### src/rtl/rv32i_pkg.sv
// Shared RV32I core definitions: datapath widths plus the load/store unit's
// state encoding and word-alignment helpers.
package rv32i_pkg;

  localparam int DPW = 32;
  localparam int ADW = 5;

  localparam logic [1:0] MEM_ALIGN_MASK = 2'b11;

  typedef enum logic [1:0] {
    IDLE = 2'b00,
    REQ  = 2'b01,
    WAIT = 2'b10
  } mem_state_t;

  function automatic logic is_word_aligned(input logic [1:0] lsb);
    return (lsb & MEM_ALIGN_MASK) == 2'b00;
  endfunction

  function automatic logic [DPW-1:0] word_addr(input logic [DPW-1:0] a);
    return a & ~DPW'(MEM_ALIGN_MASK);
  endfunction

endpackage

### src/rtl/data_mem_access.sv
// Memory-stage load/store unit: drives the data bus with a req/gnt/rvalid
// handshake, stalls M while an access is outstanding and produces the W registers.
module data_mem_access
  import rv32i_pkg::*;
(
  input  logic           clk,
  input  logic           rst_n,
  input  logic           validM,
  input  logic           regwriteM,
  input  logic           resultsrcM,
  input  logic           memwriteM,
  input  logic [DPW-1:0] aluresultM,
  input  logic [DPW-1:0] Rd2M,
  input  logic [ADW-1:0] RdM,
  output logic           mem_req_o,
  output logic           mem_we_o,
  output logic [DPW-1:0] mem_addr_o,
  output logic [DPW-1:0] mem_wdata_o,
  input  logic           mem_gnt_i,
  input  logic           mem_rvalid_i,
  input  logic [DPW-1:0] mem_rdata_i,
  output logic           stall_o,
  output logic           regwriteW,
  output logic [ADW-1:0] RdW,
  output logic [DPW-1:0] resultW,
  output logic           misalign_o
);

  mem_state_t     state_q, state_d;
  logic           req_q, req_d;
  logic           we_q, we_d;
  logic [DPW-1:0] addr_q, addr_d;
  logic [DPW-1:0] wdata_q, wdata_d;
  logic           regwrite_q, regwrite_d;
  logic [ADW-1:0] rd_q, rd_d;
  logic [DPW-1:0] result_q, result_d;
  logic           misalign_q, misalign_d;

  logic memop;
  logic aligned;
  logic rsp_done;
  logic stall;

  assign memop    = validM & (resultsrcM | memwriteM);
  assign aligned  = is_word_aligned(aluresultM[1:0]);
  assign rsp_done = (state_q == WAIT) & mem_rvalid_i;
  // Held through the response cycle's edge only if the response is absent,
  // so the completing edge is also the W capture edge.
  assign stall    = memop & aligned & ~rsp_done;

  always_comb begin
    state_d = state_q;
    req_d   = 1'b0;
    we_d    = we_q;
    addr_d  = addr_q;
    wdata_d = wdata_q;
    unique case (state_q)
      IDLE: begin
        if (memop && aligned) begin
          state_d = REQ;
          req_d   = 1'b1;
          we_d    = memwriteM;
          addr_d  = word_addr(aluresultM);
          wdata_d = Rd2M;
        end
      end
      REQ: begin
        if (mem_gnt_i) state_d = WAIT;
        else           req_d   = 1'b1;
      end
      WAIT: begin
        if (mem_rvalid_i) state_d = IDLE;
      end
      default: state_d = IDLE;
    endcase
  end

  always_comb begin
    regwrite_d = 1'b0;
    rd_d       = rd_q;
    result_d   = result_q;
    misalign_d = memop & ~aligned;
    if (!stall) begin
      // A misaligned access is dropped: it never reaches the register file.
      regwrite_d = validM & regwriteM & ~(memop & ~aligned);
      rd_d       = RdM;
      result_d   = resultsrcM ? mem_rdata_i : aluresultM;
    end
  end

  always_ff @(posedge clk or negedge rst_n) begin
    if (!rst_n) begin
      state_q    <= IDLE;
      req_q      <= 1'b0;
      we_q       <= 1'b0;
      addr_q     <= '0;
      wdata_q    <= '0;
      regwrite_q <= 1'b0;
      rd_q       <= '0;
      result_q   <= '0;
      misalign_q <= 1'b0;
    end else begin
      state_q    <= state_d;
      req_q      <= req_d;
      we_q       <= we_d;
      addr_q     <= addr_d;
      wdata_q    <= wdata_d;
      regwrite_q <= regwrite_d;
      rd_q       <= rd_d;
      result_q   <= result_d;
      misalign_q <= misalign_d;
    end
  end

  assign mem_req_o   = req_q;
  assign mem_we_o    = we_q;
  assign mem_addr_o  = addr_q;
  assign mem_wdata_o = wdata_q;
  assign stall_o     = stall;
  assign regwriteW   = regwrite_q;
  assign RdW         = rd_q;
  assign resultW     = result_q;
  assign misalign_o  = misalign_q;

endmodule

### config.mk
export PLATFORM = sky130hd
export DESIGN_NAME = data_mem_access
export DESIGN_NICKNAME = d
export VERILOG_FILES = /design/src/rtl/rv32i_pkg.sv /design/src/rtl/data_mem_access.sv
export SDC_FILE = /design/constraint.sdc
export NUM_CORES = 1
export LEC_CHECK = 0
export ABC_AREA = 1
export BUFFER_PORTS_ARGS = -buffer_cell sky130_fd_sc_hd__buf_2
export CAP_MARGIN = 30
export CORE_MARGIN = 2
export CORE_UTILIZATION = 25
export CTS_CLUSTER_DIAMETER = 100
export DETAILED_ROUTE_END_ITERATION = 10
export PLACE_DENSITY = 0.58
export SLEW_MARGIN = 0
export SYNTH_ARGS = -nofsm -noshare
export SYNTH_HDL_FRONTEND = slang
export SYNTH_SLANG_ARGS = --single-unit
### constraint.sdc
create_clock -name clk -period 2.35 [get_ports clk]
set_input_delay 0.3525 -clock clk [delete_from_list [all_inputs] [get_ports clk]]
set_output_delay 0.3525 -clock clk [all_outputs]
set_load 0.02 [all_outputs]
======== Word level (Yosys, flattened, before mapping) ========
Cells that the tools add are included.
operators by class
  reduce and logical (&&, ||, !) cells .... 5
  bitwise logic cells ..................... 11
  equality and inequality tests ........... 5
  multiplexer cells ....................... 9
operators with widths
  kind                                            number
  two-way mux 32 bit                              1
  bitwise AND 1 bit                               7
  two-way mux 2 bit                               3
  inequality test 2 bit (second input constant)   3
  one-hot mux 2 bit (3 select lines)              1
  logical NOT 2 bit                               2
  two-way mux 1 bit                               3
  NOT 1 bit                                       3
  AND reduction 3 bit                             1
  == test 2 x 1 -> 1 bit (second input constant)  1
  == test 2 bit (second input constant)           1
  one-hot mux 1 bit (2 select lines)              1
  AND reduction 2 bit                             1
  logical AND 1 bit                               1
  bitwise OR 1 bit                                1
word-level totals
  input port bits ......................... 109
  register bits after elaboration ......... 105
  output and inout port bits .............. 106

======== Longest topological paths before layout ========
  word-level depth ........................ 6
  gate-level depth with buffers ........... 8

======== Worst setup path after synthesis ========
Ideal clock, no wire load.
  kind .................................... input to output
  start point ............................. input resultsrcM
  end point ............................... output stall_o
  path buffers ............................ 2
  setup slack ............................. 968 ps
  stages .................................. 6
  arrival ................................. 1030 ps
  cells stage by stage .................... buf_4 -> nor2_2 -> nor2_4 -> nand3_1 -> buf_4 -> inv_1
between the ends
  word-level cells in the longest chain between the ends .. 4
RTL lines
  element                         line                   source
  from (decl)                     data_mem_access.sv:10  input logic resultsrcM,
  bitwise OR 1 bit                data_mem_access.sv:44  assign memop = validM & (resultsrcM | memwriteM);
  bitwise AND 1 bit               data_mem_access.sv:44
  bitwise AND 1 bit (2 in a row)  data_mem_access.sv:49  assign stall = memop & aligned & ~rsp_done;
  to (decl)                       data_mem_access.sv:22  output logic stall_o,
Every way passes these cells.

======== Worst setup path after layout ========
  start point ............................. register state_q[0]
  end point ............................... output stall_o
between the ends
  word-level cells in the longest chain between the ends .. 4
RTL lines
  element                 line                    source
  from (decl)             data_mem_access.sv:29   mem_state_t state_q, state_d;
  from (signal assigned)  data_mem_access.sv:103  state_q <= state_d;
  == test 2 bit           data_mem_access.sv:46   assign rsp_done = (state_q == WAIT) & mem_rvalid_i;
  bitwise AND 1 bit       data_mem_access.sv:46
  NOT 1 bit               data_mem_access.sv:49
  bitwise AND 1 bit       data_mem_access.sv:49
Every way passes these cells.

==> out/qor.yml <==
outcome: "finished clean"
syn_avg_cell_area_um2: 8.381
area_delta_synth_final_pct: 31.67
seqPwrFrac_pct: 43.7
antenna_left: 0
clock_latency_ns: 0.35
drive_gt1_share_pct: 32.29
finalCritPeriodShare_pct: 71.36
dp_hpwl_um: 10140
antenna_found_initial: 1
drt_first_pass_iters: 4
num_vias: 4592
grt_pass1_vias: 4411
hp-start: "RdM[0]"
path_class: "flop to output pin"
power_switching_mw: 1.959
hold_class: "primary input to flop"
tns_ns: 0
period_needed_ns: 1.677
wirelength_um: 15430
slowest_delay_ns: 0.45
fin_skew_ns: 0.008086
cts_tree: "done"
grt_max_degree: 74
chipWidth_um: 143.1
rows: 50
path_clk_slew_ns: 0.08
place.gp.congestion: 0.7644
rsz0062_at_grt: "no"
crit_start: "state_q[0]$_DFFE_PN0P_"
numPortBuffers: 212
crit_arrival_ns: 1.32
slew_violations: 0
cts_buffer_depth: 2
worstMarginPinSlew_ns: 0.7524
pwr-share-clk_pct: 27.9
gr-usage-all-layers_pct: 15.06
final_common_cell: "nand2_1"
synth.distinct_cells: 15
synth_area_mm2: 0.004836
final_cell_mix: "nand2_1, buf_2, dfrtp_1"
nets: 872
drc_errors: 0
power.density_mw_per_mm2: 836.9
cap_violations: 0
post_cts_buffers: 0
worst_setup_path_end_kind: "output pin"
hold_violations: 0
cts-root-buf: "clkbuf_16"
holdBufCountCts: 1
initialDrtViolationCount: 216
grt_pass1_wl_um: 24100
yosysWarningCount: 0
grt_remaining_overflow: 0
finalInstanceArea_mm2: 0.006367
multiInputGateArea_mm2: 0.001783
reg2reg_from: "state_q[0]$_DFFE_PN0P_"
cp_max_fo: 5
start_util_pct: 25.68
wl_per_cell_um: 14.99
htreeDepth: 3
ff_latch_area_mm2: 0.002628
clock_sink_count: 105
dieArea_mm2: 0.02047
crit_required_ns: 2.00
p_sw_share_pct: 36.76
yosysSeqAreaShare_pct: 54.33
crit_path_cell_trace: "inv_1, nand3_2, nand3_2, inv_1, buf_2"
ir_drop_uv: 302.6
max_freq_mhz: 596.3
cp_slowest_cell: "dfrtp_1"
cts_resized: 0
p_leak_nw: 3.593
vias_per_cell: 4.463
fill_cells: 2050
p_comb_share_pct: 28.4
slew_headroom_pct: 49.84
cp_num_buf_inv: 3
p_int_mw: 3.370
placed_cell_area_mm2: 0.006068
ys_seq_elements: 105
syn_inst: 577
ios: 215
numCtsBuffers: 9
path_delay_family: "flip-flops"
setup_viol: 0
core_mm2: 0.01883
die_h_um: 143.1
crit_path_start_kind: "flop"
==> cell type report <==
class / instances / area share [%]
Timing Repair Buffer: 226 / 18.79
Sequential cell: 105 / 41.27
Clock buffer: 9 / 3.537
Tap cell: 260 / 5.109
Antenna cell: 1 / 0.03930
Clock inverter: 7 / 0.9629
Multi-Input combinational cell: 382 / 28.00
Inverter: 39 / 2.299
==> registers in the layout, indices dropped and copies added (netlist names) <==
register     count
mem_req_o        1
RdW              5
mem_wdata_o     32
misalign_o       1
state_q          2
regwriteW        1
resultW         32
mem_addr_o      30
mem_we_o         1
==> power groups by stage <==
| stage | sequential (mW) | clock, mW | combinational [mW] |
|---|---|---|---|
| after floorplan | 2.79 | 0 | 0.465 |
| final | 2.33 | 1.49 | 1.51 |
| after detailed placement | 2.36 | 0 | 1.54 |
| after global placement | 2.36 | 0 | 1.52 |
| after global routing | 2.38 | 1.61 | 1.67 |
| after CTS | 2.33 | 1.55 | 1.54 |
==> synth_stat cells <==
cell	count	share of area, %
buf_2	22	2.3
buf_4	10	1.6
buf_6	7	1.6
clkbuf_1	13	1.0
conb_1	1	0.078
dfrtp_1	105	54
inv_1	39	3.0
nand2_1	236	18
nand3_1	4	0.41
nand4_1	100	13
nor2_1	2	0.16
nor2_2	1	0.13
nor2_4	2	0.47
o21ai_0	34	3.5
o31ai_1	1	0.16
==> per-stage QoR <==
| stage | utilization [%] | hold slack [ns] | worst slack, ns | power, mW | cells |
|---|---|---|---|---|---|
| CTS | 33.80 | 0.1785 | 0.6422 | 5.418 | 1028 |
| finish | 33.81 | 0.1935 | 0.6730 | 5.329 | 1029 |
| global route | 33.81 | 0.1834 | 0.6045 | 5.657 | 1029 |
| global placement | 32.23 | 0.3758 | 0.6321 | 3.882 | 1011 |
| detailed placement | 32.23 | 0.3780 | 0.6224 | 3.897 | 1011 |
| floorplan | - | 0.05691 | 0.9680 | 3.255 | 578 |
==> cell families after synthesis <==
group	Yosys count	synth area share, %
AO/OA/AOI/OAI	35	3.674
flip-flops	105	54.33
buffers and inverters	91	9.496
other	1	0.07755
AND/OR/NAND/NOR	345	32.42
==> worst min-delay path, stage by stage <==
cell	delay, ns
buf_2	0.07
nand2_1	0.05
nand2_1	0.05
==> metal layers <==
metal  vias up  wire length (um)  track usage [%]
li1       2275                 -                -
met1      2161              7041            19.83
met2       140              7346            24.86
met3        16               773            3.253
met4         0               265            4.429
met5         -                 0                0
==> worst paths after layout <==
kind                                                to  slack, ns  depth (start not counted)
min reg2reg                mem_wdata_o[28]$_DFFE_PN0P_       0.47                          2
max reg2reg                mem_wdata_o[13]$_DFFE_PN0P_       0.74                          4
max in group asynchronous      resultW[26]$_DFFE_PN0N_       1.20                          3
min                                 RdW[0]$_DFFE_PN0N_       0.19                          3
min in group asynchronous    mem_addr_o[7]$_DFFE_PN0P_       0.52                          2
max                                            stall_o       0.67                          5
No activity file was read; power rests on OpenSTA's default activity.
